==> src/rtl/usb_slave_pkg.sv <==
// Shared types and constants for the USB command sequencer.
package usb_slave_pkg;

  // Sequencer states
  typedef enum logic [2:0] {
    IDLE    = 3'd0,
    ADDR_HI = 3'd1,
    ADDR_LO = 3'd2,
    DATA    = 3'd3,
    REG_WR  = 3'd4,
    MEM_WR  = 3'd5
  } state_e;

  // Header byte layout: bit7 selects the target, bits6:0 are unit count minus one
  localparam int TARGET_BIT = 7;
  localparam int CNT_MSB    = 6;
  localparam int CNT_W      = CNT_MSB + 1;

  // Bytes per memory word
  localparam int MEM_BYTES  = 4;
  localparam int BYTE_IDX_W = $clog2(MEM_BYTES);
  localparam int WORD_W     = 8 * MEM_BYTES;

endpackage

==> src/rtl/usb_byte_packer.sv <==
// Packs a little-endian byte stream into memory words.
// Bytes shift in from the top, so after MEM_BYTES bytes the first byte
// sits in bits [7:0]; the most recent byte is always in the top lane.
module usb_byte_packer
  import usb_slave_pkg::*;
(
  input  logic              clk,
  input  logic              rst_n,
  input  logic              clr_i,
  input  logic              byte_valid_i,
  input  logic [7:0]        byte_i,
  output logic [WORD_W-1:0] word_o,
  output logic              word_done_o
);

  logic [BYTE_IDX_W-1:0] idx_q, idx_d;
  logic [WORD_W-1:0]     shreg_q, shreg_d;

  // This byte completes a word when it lands in the last lane
  assign word_done_o = byte_valid_i && (idx_q == BYTE_IDX_W'(MEM_BYTES - 1));
  assign word_o      = shreg_q;

  // Next-state: clear only rewinds the lane index, the word keeps its contents
  always_comb begin
    idx_d   = idx_q;
    shreg_d = shreg_q;
    if (clr_i) begin
      idx_d = '0;
    end else if (byte_valid_i) begin
      shreg_d = {byte_i, shreg_q[WORD_W-1:8]};
      idx_d   = word_done_o ? '0 : idx_q + BYTE_IDX_W'(1);
    end
  end

  // Packer registers
  always_ff @(posedge clk or negedge rst_n) begin
    if (!rst_n) begin
      idx_q   <= '0;
      shreg_q <= '0;
    end else begin
      idx_q   <= idx_d;
      shreg_q <= shreg_d;
    end
  end

endmodule

==> src/rtl/usb_cmd_sequencer.sv <==
// Turns a USB command byte stream into register-file or memory writes.
module usb_cmd_sequencer
  import usb_slave_pkg::*;
#(
  parameter int MEM_AW = 16,
  parameter int REG_AW = 8
) (
  input  logic              clk,
  input  logic              rst_n,
  input  logic              in_valid_i,
  input  logic [7:0]        in_data_i,
  output logic              in_ready_o,
  input  logic              abort_i,
  output logic              reg_mem_o,
  output logic [31:0]       data_o,
  output logic              mem_req_o,
  input  logic              mem_gnt_i,
  output logic [MEM_AW-1:0] mem_addr_o,
  output logic              reg_we_o,
  output logic [REG_AW-1:0] reg_addr_o,
  output logic              busy_o,
  output logic              done_o
);

  state_e              state_q, state_d;
  logic                reg_mem_q, reg_mem_d;
  logic [CNT_W-1:0]    cnt_q, cnt_d;
  logic [CNT_W-1:0]    units_q, units_d;
  logic [7:0]          addr_hi_q, addr_hi_d;
  logic [MEM_AW-1:0]   mem_addr_q, mem_addr_d;
  logic [REG_AW-1:0]   reg_addr_q, reg_addr_d;
  logic                done_q, done_d;

  logic                accept;
  logic                last_unit;
  logic                pack_valid;
  logic                pack_clr;
  logic                word_done;
  logic [WORD_W-1:0]   packed_word;

  // Abort wins over byte acceptance: a byte offered alongside abort is dropped
  assign in_ready_o = (state_q == IDLE) || (state_q == ADDR_HI) ||
                      (state_q == ADDR_LO) || (state_q == DATA);
  assign accept     = in_valid_i && in_ready_o && !abort_i;
  assign last_unit  = (units_q == cnt_q);
  assign pack_valid = accept && (state_q == DATA);
  assign pack_clr   = abort_i || (state_q == IDLE);

  usb_byte_packer u_packer (
    .clk          (clk),
    .rst_n        (rst_n),
    .clr_i        (pack_clr),
    .byte_valid_i (pack_valid),
    .byte_i       (in_data_i),
    .word_o       (packed_word),
    .word_done_o  (word_done)
  );

  // Register writes carry only the latest byte, which sits in the packer's top lane
  assign data_o     = reg_mem_q ? {24'b0, packed_word[WORD_W-1:WORD_W-8]} : packed_word;
  assign reg_mem_o  = reg_mem_q;
  assign mem_addr_o = mem_addr_q;
  assign reg_addr_o = reg_addr_q;
  assign reg_we_o   = (state_q == REG_WR);
  assign mem_req_o  = (state_q == MEM_WR);
  assign busy_o     = (state_q != IDLE);
  assign done_o     = done_q;

  // Next-state and datapath update for the frame sequencer
  always_comb begin
    state_d    = state_q;
    reg_mem_d  = reg_mem_q;
    cnt_d      = cnt_q;
    units_d    = units_q;
    addr_hi_d  = addr_hi_q;
    mem_addr_d = mem_addr_q;
    reg_addr_d = reg_addr_q;
    done_d     = 1'b0;
    if (abort_i) begin
      state_d = IDLE;
    end else begin
      unique case (state_q)
        IDLE: if (accept) begin
          reg_mem_d = in_data_i[TARGET_BIT];
          cnt_d     = in_data_i[CNT_MSB:0];
          units_d   = '0;
          state_d   = in_data_i[TARGET_BIT] ? ADDR_LO : ADDR_HI;
        end
        ADDR_HI: if (accept) begin
          addr_hi_d = in_data_i;
          state_d   = ADDR_LO;
        end
        ADDR_LO: if (accept) begin
          if (reg_mem_q) reg_addr_d = REG_AW'(in_data_i);
          else           mem_addr_d = MEM_AW'({addr_hi_q, in_data_i});
          state_d = DATA;
        end
        DATA: if (accept) begin
          if (reg_mem_q)      state_d = REG_WR;
          else if (word_done) state_d = MEM_WR;
        end
        REG_WR: begin
          reg_addr_d = reg_addr_q + REG_AW'(1);
          units_d    = units_q + CNT_W'(1);
          done_d     = last_unit;
          state_d    = last_unit ? IDLE : DATA;
        end
        MEM_WR: if (mem_gnt_i) begin
          mem_addr_d = mem_addr_q + MEM_AW'(1);
          units_d    = units_q + CNT_W'(1);
          done_d     = last_unit;
          state_d    = last_unit ? IDLE : DATA;
        end
        default: state_d = IDLE;
      endcase
    end
  end

  // Sequencer registers
  always_ff @(posedge clk or negedge rst_n) begin
    if (!rst_n) begin
      state_q    <= IDLE;
      reg_mem_q  <= 1'b0;
      cnt_q      <= '0;
      units_q    <= '0;
      addr_hi_q  <= '0;
      mem_addr_q <= '0;
      reg_addr_q <= '0;
      done_q     <= 1'b0;
    end else begin
      state_q    <= state_d;
      reg_mem_q  <= reg_mem_d;
      cnt_q      <= cnt_d;
      units_q    <= units_d;
      addr_hi_q  <= addr_hi_d;
      mem_addr_q <= mem_addr_d;
      reg_addr_q <= reg_addr_d;
      done_q     <= done_d;
    end
  end

endmodule
==> config.mk <==
export PLATFORM = sky130hd
export DESIGN_NAME = usb_cmd_sequencer
export DESIGN_NICKNAME = d
export VERILOG_FILES = /design/src/rtl/usb_slave_pkg.sv /design/src/rtl/usb_byte_packer.sv /design/src/rtl/usb_cmd_sequencer.sv
export SDC_FILE = /design/constraint.sdc
export NUM_CORES = 1
export LEC_CHECK = 0
export CORE_UTILIZATION = 50
export DETAILED_ROUTE_END_ITERATION = 12
export PLACE_DENSITY = 0.82
export SKIP_CTS_REPAIR_TIMING = 1
export SYNTH_ARGS = -nofsm -noshare
export SYNTH_HDL_FRONTEND = slang
export SYNTH_SLANG_ARGS = --single-unit
==> constraint.sdc <==
create_clock -name clk -period 4.6 [get_ports clk]
set_input_delay 0.92 -clock clk [delete_from_list [all_inputs] [get_ports clk]]
set_output_delay 0.92 -clock clk [all_outputs]
set_load 0.03 [all_outputs]
# After elaboration in Yosys (flattened, before gate mapping)
# Index checks and enable logic that the tools add are counted.
[word_totals]
wordCells = 84
register_bits = 85
inputBits = 13
[op_classes]
mux = 28
n_eq_ne = 18
n_addsub = 4
reduce_logical = 22
bitwise = 2
[ops]
columns = ["op", "n"]
rows = [
  ["2-to-1 mux 16 bit", 3],
  ["2-to-1 mux 32 bit", 1],
  ["one-hot mux 16 bit (2 select lines)", 1],
  ["2-to-1 mux 3 bit", 8],
  ["one-hot mux 7 bit (3 select lines)", 1],
  ["one-hot mux 3 bit (6 select lines)", 1],
  ["adder 16 x 1 -> 16 bit (second input constant)", 1],
  ["2-to-1 mux 8 bit", 2],
  ["one-hot mux 8 bit (2 select lines)", 1],
  ["2-to-1 mux 7 bit", 2],
  ["inequality test 3 bit (second input constant)", 4],
  ["2-to-1 mux 2 bit", 5],
  ["adder 8 x 1 -> 8 bit (second input constant)", 1],
  ["inequality test 2 bit (second input constant)", 4],
  ["AND reduction 4 bit", 2],
  ["adder 7 x 1 -> 7 bit (second input constant)", 1],
  ["equality test 7 bit", 1],
  ["equality test 3 x 2 -> 1 bit (second input constant)", 2],
  ["equality test 3 bit (second input constant)", 2],
  ["AND reduction 3 bit", 2],
  ["AND reduction 6 bit", 1],
  ["nonzero test 2 bit", 3],
  ["nonzero test 3 bit", 2],
  ["AND reduction 5 bit", 1],
  ["other kinds (14)", 22],
]

# Longest topological paths before layout
# Gate-level depths: netlist of run 1.
[depth]
word_depth = 13
ltp_mapped = 8

# Modules after synthesis
# A second synthesis of run 1 with hierarchy kept.
[hier_totals]
hier_cells = 437
area_unflattened_um2 = 4601.9
[by_module_without_submodules]
columns = ["mod", "seq_area_each_um2", "area_per_inst_um2", "cells_each", "instances"]
rows = [
  ["usb_cmd_sequencer", 1276.2, 3140.5, 359, 1],
  ["usb_byte_packer", 850.8, 1461.4, 78, 1],
]

# Worst setup path after synthesis of run 1
# OpenSTA, ideal clock, no wires.
[synth_timing]
path_kind = "register -> output"
start = "reg reg_mem_q, in the netlist reg_mem_o"
end = "out data_o[3]"
n_path_buf = 2
slack_ns = 2.092
arrival_ns = 1.588
required_ns = 3.680
path_stages_with_launch = 4
cell_sequence = "dfrtp_1 clkbuf_1 buf_1 mux2_2"
[synth_between]
elab_chain_cells = 1
[synth_lines]
columns = ["item", "line_no", "source"]
rows = [
  ["start: declaration", "usb_cmd_sequencer.sv:26", "logic reg_mem_q, reg_mem_d;"],
  ["start signal: assignment", "usb_cmd_sequencer.sv:132", "reg_mem_q <= reg_mem_d;"],
  ["2-to-1 mux 32 bit", "usb_cmd_sequencer.sv:60", "assign data_o = reg_mem_q ? {24'b0, packed_word[WORD_W-1:WORD_W-8]} : packed_word;"],
  ["end: declaration", "usb_cmd_sequencer.sv:15", "output logic [31:0] data_o,"],
]
# No other way between the ends.

# Final worst setup path of run 1
[layout_timing]
start = "reg state_q[0]"
end = "out mem_req_o"
[layout_between]
elab_chain_cells = 1
[layout_lines]
columns = ["item", "line_no", "source"]
rows = [
  ["start: declaration", "usb_cmd_sequencer.sv:25", "state_e state_q, state_d;"],
  ["start signal: assignment", "usb_cmd_sequencer.sv:131", "state_q <= state_d;"],
  ["equality test 3 bit", "usb_cmd_sequencer.sv:65", "assign mem_req_o = (state_q == MEM_WR);"],
  ["end: declaration", "usb_cmd_sequencer.sv:16", "output logic mem_req_o,"],
]
# No other way between the ends.

==> results.md, run 1 <==
* Status: finished clean
* Placer Congestion at about 0.8
* Post-route setup TNS at 0 ns
* HPWL after DPL at 6.69 mm
* Max-cap violations at 0
* GRT Util Overall at 22.7%
* Chip height at roughly 95 um
* Die width at roughly 95 um
* Skew final at roughly 0.012 ns
* Least-Margin Pin Slew at ~1.2 ns
* Cell variety after synth at 54
* Antenna viol nets, final at 0
* FF+latch area at ~2100 um2
* Tmin final at roughly 3.5 ns
* Final setup viols at 0
* Multi-input logic area at ~2100 um2
* R2R Path Start: state_q[0]
* Post-synthesis cell count at slightly above 400
* Most frequent cells in the layout: dfrtp_1 (85), clkdlybuf4s50_1 (73), mux2_2 (48)
* Power per cell area at around 670 nW/um2
* Initial antenna violation count at 0
* Initial DRC Count at between 150 and 200
* WHS Path Cells at 2
* Row cnt at 33
* Die ar. at ~9100 um2
* Via Count at approximately 3400
* CTS tree: done
* Drt wl/cell at approximately 17 um
* Synthesis Warnings at 0
* WL final at 9.81 mm
* Slew margin rel. at between 20 and 25%
* Layout filler cell count at 645
* Synth Flop Type: dfrtp_1
* CTS sink cnt at 85
* CP Launch Type: flip-flop
* RSZ-0062 raised after global routing: no
* Flops & latches, synth at between 80 and 90
* Final hold vios at 0
* Met1 WL at ~4.2 mm
* R2R Setup Slk at 1.48 ns
* Worst-path clk slew at around 0.090 ns
* Syn nets at 427
* Post-synth EDFFs at 0
* WL met2 at 4.91 mm
* FF-to-FF path depth at 6
* Share of layout cells above drive strength 1 at between 15 and 20%
* Crit Path Max Fanout at 34
* Mapped Avg Cell Area at about 11 um2
* Worst slack, placed at around 1.2 ns
* Overflow left after global routing at 0
* HP Class: flip-flop to flip-flop
* Reg2reg end: mem_addr_o[2]
* Vias/cell at 5.88
* Nets at 490
* Setup WS post-layout at approximately 1.1 ns
* Cell Area, Synth at about 4400 um2
* Core Region at roughly 8300 um2
* Starting density of the core at a little over half
* Crit. End Element: output port
* Pleak at between 2 and 2.5 nW
* CP Class: flip-flop to output port
* Layout area overhead at 22.2%
* Hold_sp: u_packer.idx_q[1]
* Port Buffers at 74
* Commonest non-fill, non-tap cell in the layout: dfrtp_1
* Largest net degree at the start of global routing at 86
* IO Count at 75
* CP Data Required Time at around 3.7 ns
* Vias in the first global route at 3270
* Clk root buf: clkbuf_8
* Final slew viol count at 0
* Max layer used: met4
* CTS Buf Count at 9
* Antenna Cells at 0
* Crit share post-route at around 76%
* Max rail drop VDD at 272 uV
* WP data arrival at about 2.6 ns
* # H-tree levels at 3
* Maximum clock path buffer count at 2
* Ys async rst share at 100%
* Hold Path Sink: u_packer.idx_q[1]
* Fmax at around 0.28 GHz
* Pre-Repair DR Iteration Count at 5
* Drc violations at 0
* Clock Latency Late Sink at approximately 0.35 ns
* Met3 routed WL at 580 um
* Register area share after synthesis at about half
* First-pass GRT wire length at between 15 and 20 mm
## sequential cells by signal (all words and copies together), names as in the netlist
name,cells
u_packer.word_o,32
mem_addr_o,16
addr_hi_q,8
reg_addr_o,8
cnt_q,7
units_q,7
state_q,3
u_packer.idx_q,2
done_o,1
reg_mem_o,1
## cells by family after synthesis
group	synth area share, %
xor gates and xnor gates	2.41
buffers and inverters	3.30
adders and majority gates	1.15
and+or+nand+nor	16.2
muxes	14.9
DFF	48.7
AOI/OAI and AO/OA	13.3
## power by group
part / internal, mW / total [mW] / leakage, nW / switching, mW
Sequential: 1.03 / 1.38 / 1.07 / 0.348
Clock: 0.268 / 0.525 / 0.0980 / 0.257
Combinational: 0.769 / 1.65 / 1.08 / 0.883
Total: 2.07 / 3.56 / 2.25 / 1.49
## through the flow
| stage | hold slack [ns] | instance area [um2] | instances | power (mW) | utilization [%] |
|---|---|---|---|---|---|
| 2_1_floorplan | 0.454 | 4360 | 410 | 2.40 | - |
| 3_3_place_gp | 0.472 | 5140 | 567 | 2.98 | 61.6 |
| 3_5_place_dp | 0.482 | 5140 | 567 | 3.05 | 61.6 |
| 4_1_cts | 0.501 | 5330 | 583 | 3.58 | 64.0 |
| 5_1_grt | 0.525 | 5330 | 583 | 3.77 | 64.0 |
| 6_report | 0.492 | 5330 | 583 | 3.56 | 64.0 |
## Yosys cell counts, types with 6 or more instances
cell type   n  area share, %
nor2b_1    27            3.9
mux2_1      8            2.1
clkbuf_1   11           0.95
inv_1       6           0.52
xor2_1      9            1.8
buf_2       9            1.0
o21ai_0    12            1.4
mux2_2     48             12
nand2_1    32            2.8
nand3_1    11            1.3
a21oi_1    37            4.2
dfrtp_1    85             49
o22ai_1    14            2.0
nor2_1     20            1.7
nand4_1     8            1.1
## worst max path at each step
stage / startpoint / end / depth (start not counted) / slack (ns)
finish: state_q[0] / mem_req_o / 3 / 1.09
floorplan: reg_mem_o / data_o[3] / 3 / 2.09
CTS: state_q[1] / mem_req_o / 4 / 1.11
global placement: abort_i / mem_addr_o[2] / 6 / 1.37
global route: state_q[1] / mem_req_o / 4 / 0.92
detailed placement: abort_i / mem_addr_o[2] / 6 / 1.24
## layout make-up
class	count	share of cell area [%]
clock inverters	3	0.821
well taps	105	2.46
multi-input cells	294	39.4
flip-flops and latches	85	39.9
inverters	7	0.516
repair buffers	76	14.1
clock buffers	13	2.79
## per-layer routing
layer	track usage (%)	vias to the layer above
li1	-	1591
met1	28.4	1704
met2	38.6	117
met3	5.58	14
met4	7.46	0
met5	0	-
## critical path, stage by stage, from the launching register on
cell	delay (ns)
dfrtp_1	0.74
nand2_2	0.31
clkinv_2	0.43
clkdlybuf4s50_1	0.76
(Power assumes the default switching activity.)
==> run 2: changes to the inputs <==
- CORE_UTILIZATION: 50 -> 48
- clock period: 4.6 -> 3 ns (I/O delays scaled with it)
==> results.md, run 2 (synthesis results as in run 1) <==
* Commonest non-fill, non-tap cell in the layout: dfrtp_1
* CTS sink cnt at 85 (unchanged)
* Post-route setup TNS at 0 ns (unchanged)
* Initial antenna violation count at 0 (unchanged)
* Largest net degree at the start of global routing at 46 (-47%)
* Max rail drop VDD at 353 uV (+30%)
* Die ar. at 9480 um2 (+4.1%)
* First-pass GRT wire length at 16.7 mm (+6.5%)
* Worst-path clk slew at 0.07 ns (-0.02 ns)
* Tmin final at around 2.8 ns
* CP Class: flip-flop to output port
* Final setup viols at 0 (unchanged)
* Die width at 97.4 um (+2.0%)
* Fmax at 0.351 GHz
* Core Region at 8760 um2 (+5.1%)
* # H-tree levels at 3 (unchanged)
* CTS tree: done
* Crit Path Max Fanout at 13 (-62%)
* Overflow left after global routing at 0 (unchanged)
* Antenna Cells at 0 (unchanged)
* Row cnt at 34 (+3.0%)
* Core Util, Final at 61.6% (-2.3 points)
* Worst Hold Slack at 0.218 ns (-0.274 ns)
* Reg2reg end: mem_addr_o[3]
* Chip height at 97.4 um (+2.0%)
* Clock Latency Late Sink at 0.36 ns (about the same)
* GRT Util Overall at 22.3% (-0.38 points)
* WL final at 10.1 mm (+2.8%)
* Starting density of the core at 49.8% (-2.5 points)
* CP Launch Type: flip-flop
* Status: finished clean
* Max-cap violations at 0 (unchanged)
* Power per cell area at 1010 nW/um2 (+51%)
* R2R Path Start: state_q[1]
* Pleak at 2.28 nW (+1.6%)
* Placer Congestion at 0.839 (+4.5%)
* Post-Layout Inst Area at 5400 um2 (+1.3%)
* Vias/cell at 5.84 (-0.56%)
* Pre-Repair DR Iteration Count at 5 (unchanged)
* Maximum clock path buffer count at 2 (unchanged)
* FF-to-FF path depth at 7 (+1)
* Vias in the first global route at 3366 (+2.9%)
* Worst slack, placed at 0.337 ns (-0.908 ns)
* Cell Area, Placed at 5230 um2 (+1.7%)
* RSZ-0062 raised after global routing: no
* Most frequent cells in the layout: dfrtp_1 (84), clkdlybuf4s50_1 (73), mux2_2 (48)
* Placed cells at 578 (+1.9%)
* IO Count at 75 (unchanged)
* HP Class: primary input to asynchronous set/reset pin
* CP Data Required Time at 2.40 ns (-1.28 ns)
* Final Non-Filler Cells at 594 (+1.9%)
* Crit share post-route at 94.8%
* Slew margin rel. at 61.1% (+41 points)
* WP data arrival at 2.25 ns (-0.34 ns)
* CTS Buf Count at 9 (unchanged)
* Final hold vios at 0 (unchanged)
* Initial DRC Count at 252 (+33%)
* Least-Margin Pin Slew at 0.583 ns (-0.601 ns)
* Antenna viol nets, final at 0 (unchanged)
* Drt wl/cell at 17.0 um (+0.86%)
* Port Buffers at 74 (unchanged)
* Share of layout cells above drive strength 1 at 19.1% (+1.6 points)
* Final slew viol count at 0 (unchanged)
* HPWL after DPL at 6.99 mm (+4.4%)
* Total chip power at 5.43 mW (+53%)
* Layout filler cell count at 718 (+11%)
* Clk root buf: clkbuf_8
* Max FFs per register at 32 (unchanged)
* Skew final at 0.00973 ns (-0.00252 ns)
* Drc violations at 0 (unchanged)
* Setup WS post-layout at 0.155 ns (-0.934 ns)
* Layout area overhead at 23.8%
* R2R Setup Slk at 0.57 ns (-0.91 ns)
* Crit. End Element: output port
* Nets at 498 (+1.6%)
* Via Count at 3471 (+1.3%)
[run 2: how the worst max path moves through the flow]
stage | cells past startpoint | end | from
after CTS | 2 | data_o[3] | reg_mem_o
after global routing | 3 | mem_req_o | state_q[0]
after detailed placement | 7 | mem_addr_o[0] | abort_i
final | 4 | mem_req_o | state_q[1]
after floorplan | 3 | data_o[3] | reg_mem_o
after global placement | 7 | mem_addr_o[3] | abort_i
[run 2: report_power, final]
part / switching [mW] / leakage (nW) / internal (mW)
combinational: 1.38 / 1.13 / 1.21
clock: 0.400 / 0.0836 / 0.325
sequential: 0.536 / 1.07 / 1.59
total: 2.31 / 2.28 / 3.12
[run 2: layout make-up]
| class | count | area [um2] | area share [%] |
|---|---|---|---|
| flip-flops and latches | 85 | 2130 | 39.4 |
| multi-input cells | 294 | 2100 | 38.9 |
| repair buffers | 84 | 838 | 15.5 |
| clock buffers | 13 | 149 | 2.76 |
| well taps | 108 | 135 | 2.50 |
| inverters | 7 | 27.5 | 0.510 |
| clock inverters | 3 | 21.3 | 0.394 |
[run 2: per-layer routing]
metal / wire [um] / track usage, % / up-vias
met3: 653 / 3.88 / 17
met5: 0 / 0 / -
met4: 222 / 9.73 / 0
met1: 4290 / 30.6 / 1707
met2: 4920 / 35.0 / 139
li1: - / - / 1608
[run 2: critical path, cell delays in order (launching register included)]
cell and delay (ns):
dfrtp_1 0.50, and2b_1 0.32, nand2_2 0.21, clkinv_2 0.17
clkdlybuf4s50_1 0.69
==> run 3: changes to the inputs <==
- CELL_PAD_IN_SITES_DETAIL_PLACEMENT: unset -> 0
- CELL_PAD_IN_SITES_GLOBAL_PLACEMENT: unset -> 2
- CORE_UTILIZATION: 48 -> 31
- PLACE_DENSITY: 0.82 -> 0.83
==> results.md, run 3 (synthesis results as in run 1) <==
* Fmax at 0.354 GHz (+0.61%)
* Pleak at 2.37 nW (+3.8%)
* Skew final at 0.00596 ns (-0.00377 ns)
* Placer Congestion at 0.805 (-4.1%)
* CP Data Required Time at 2.40 ns (about the same)
* Post-route setup TNS at 0 ns (unchanged)
* Chip height at 121 um (+24%)
* Crit. End Element: output port
* Final slew viol count at 0 (unchanged)
* Tmin final at 2.83 ns (-0.0173 ns)
* Int Pwr at 3.54 mW (+13%)
* Least-Margin Pin Slew at 0.819 ns (+0.236 ns)
* Max rail drop VDD at 301 uV (-15%)
* GRT Util Overall at 15.4% (-7.0 points)
* Antenna viol nets, final at 0 (unchanged)
* Largest net degree at the start of global routing at 54 (+17%)
* Max-cap violations at 0 (unchanged)
* Final setup viols at 0 (unchanged)
* Overflow left after global routing at 0 (unchanged)
* Net Sw Power at 2.35 mW (+1.8%)
* Port Buffers at 74 (unchanged)
* Worst-path clk slew at 0.06 ns (about the same)
* Die width at 121 um (+24%)
* Antenna Cells at 0 (unchanged)
* Share of layout cells above drive strength 1 at 20.0% (+0.91 points)
* CTS sink cnt at 85 (unchanged)
* Initial antenna violation count at 0 (unchanged)
* HPWL after DPL at 7.56 mm (+8.2%)
* HP Class: primary input to asynchronous set/reset pin
* First-pass GRT wire length at 17.5 mm (+4.4%)
* Most frequent cells in the layout: dfrtp_1 (85), clkdlybuf4s50_1 (73), mux2_2 (48)
* Maximum clock path buffer count at 2 (unchanged)
* IO Count at 75 (unchanged)
* Via Count at 3368 (-3.0%)
* Crit share post-route at 94.3% (-0.58 points)
* Starting density of the core at 32.3% (-17 points)
* WP data arrival at 2.23 ns (-0.02 ns)
* Max FFs per register at 32 (unchanged)
* Initial DRC Count at 286 (+13%)
* Clock Latency Late Sink at 0.34 ns (-0.02 ns)
* Row cnt at 42 (+24%)
* Final hold vios at 0 (unchanged)
* CTS tree: done
* Core Region at 13500 um2 (+54%)
* Slew margin rel. at 45.4% (-16 points)
* Share of power burned in registers at 35.4% (-3.7 points)
* Commonest non-fill, non-tap cell in the layout: dfrtp_1
* RSZ-0062 raised after global routing: no
* Vias/cell at 5.06 (-13%)
* # H-tree levels at 3 (unchanged)
* CTS Buf Count at 9 (unchanged)
* Die ar. at 14600 um2 (+54%)
* Core Util, Final at 41.9% (-20 points)
* CP Launch Type: flip-flop
* Crit Path Max Fanout at 24 (+11)
* Clk root buf: clkbuf_16
* Sw Share at 39.9% (-2.6 points)
* Clock power share at 20.1% (+6.8 points)
* Layout area overhead at 29.7%
* CP Class: flip-flop to output port
* Power per cell area at 1040 nW/um2 (+3.5%)
* Drc violations at 0 (unchanged)
* Drt wl/cell at 15.9 um (-6.4%)
* Status: finished clean
* Pre-Repair DR Iteration Count at 4 (-1)
* Nets at 502 (+0.80%)
* Vias in the first global route at 3381 (+0.45%)
* WL final at 10.6 mm (+4.8%)
* Combinational share of power at 44.5% (-3.1 points)
run 3: per-stage QoR:
step	cell area (um2)	std cells	setup slack (ns)	hold slack (ns)	power [mW]
5_1_grt	5660	665	0.0306	0.226	6.25
3_3_place_gp	5350	650	0.438	0.469	4.71
4_1_cts	5660	665	0.140	0.215	5.95
3_5_place_dp	5350	650	0.379	0.481	4.75
6_report	5660	665	0.172	0.195	5.89
2_1_floorplan	4360	410	0.812	0.304	3.68
run 3: worst paths after layout:
| check | startpoint | to | depth (start not counted) | slack, ns |
|---|---|---|---|---|
| worst max-delay path | reg_mem_o | data_o[1] | 2 | 0.17 |
| worst min-delay path | rst_n | u_packer.word_o[0] | 1 | 0.19 |
| worst max register to register | reg_mem_o | mem_addr_o[13] | 5 | 0.61 |
| worst min register to register | addr_hi_q[3] | addr_hi_q[3] | 1 | 0.49 |
| max in group asynchronous | rst_n | mem_addr_o[7] | 2 | 2.16 |
| min in group clk | addr_hi_q[3] | addr_hi_q[3] | 1 | 0.49 |
run 3: worst max-delay path, stage by stage (launching register included):
cell and delay (ns):
dfrtp_1 0.88, mux2_2 0.42, clkdlybuf4s50_1 0.59
run 3: metal layers:
layer | track usage [%] | vias to the layer above | share of wire, %
li1 | - | 1617 | -
met1 | 20.5 | 1676 | 46
met2 | 25.0 | 62 | 49
met3 | 2.83 | 13 | 3.5
met4 | 5.09 | 0 | 1.4
met5 | 0 | - | 0
run 3: power groups by stage:
stage	registers [mW]	logic [mW]	clock network [mW]
final	2.09	2.62	1.18
after global routing	2.18	2.82	1.26
after CTS	2.09	2.65	1.21
after detailed placement	2.11	2.64	0
after global placement	2.09	2.61	0
after floorplan	2.25	1.43	0
run 3: final cells by class:
cell class	count	area [um2]
clock buffers	9	225
clock inverters	6	88.8
fillers	1308	7850
inverters	7	27.5
multi-input cells	294	2100
flip-flops and latches	85	2130
well taps	176	220
repair buffers	88	868
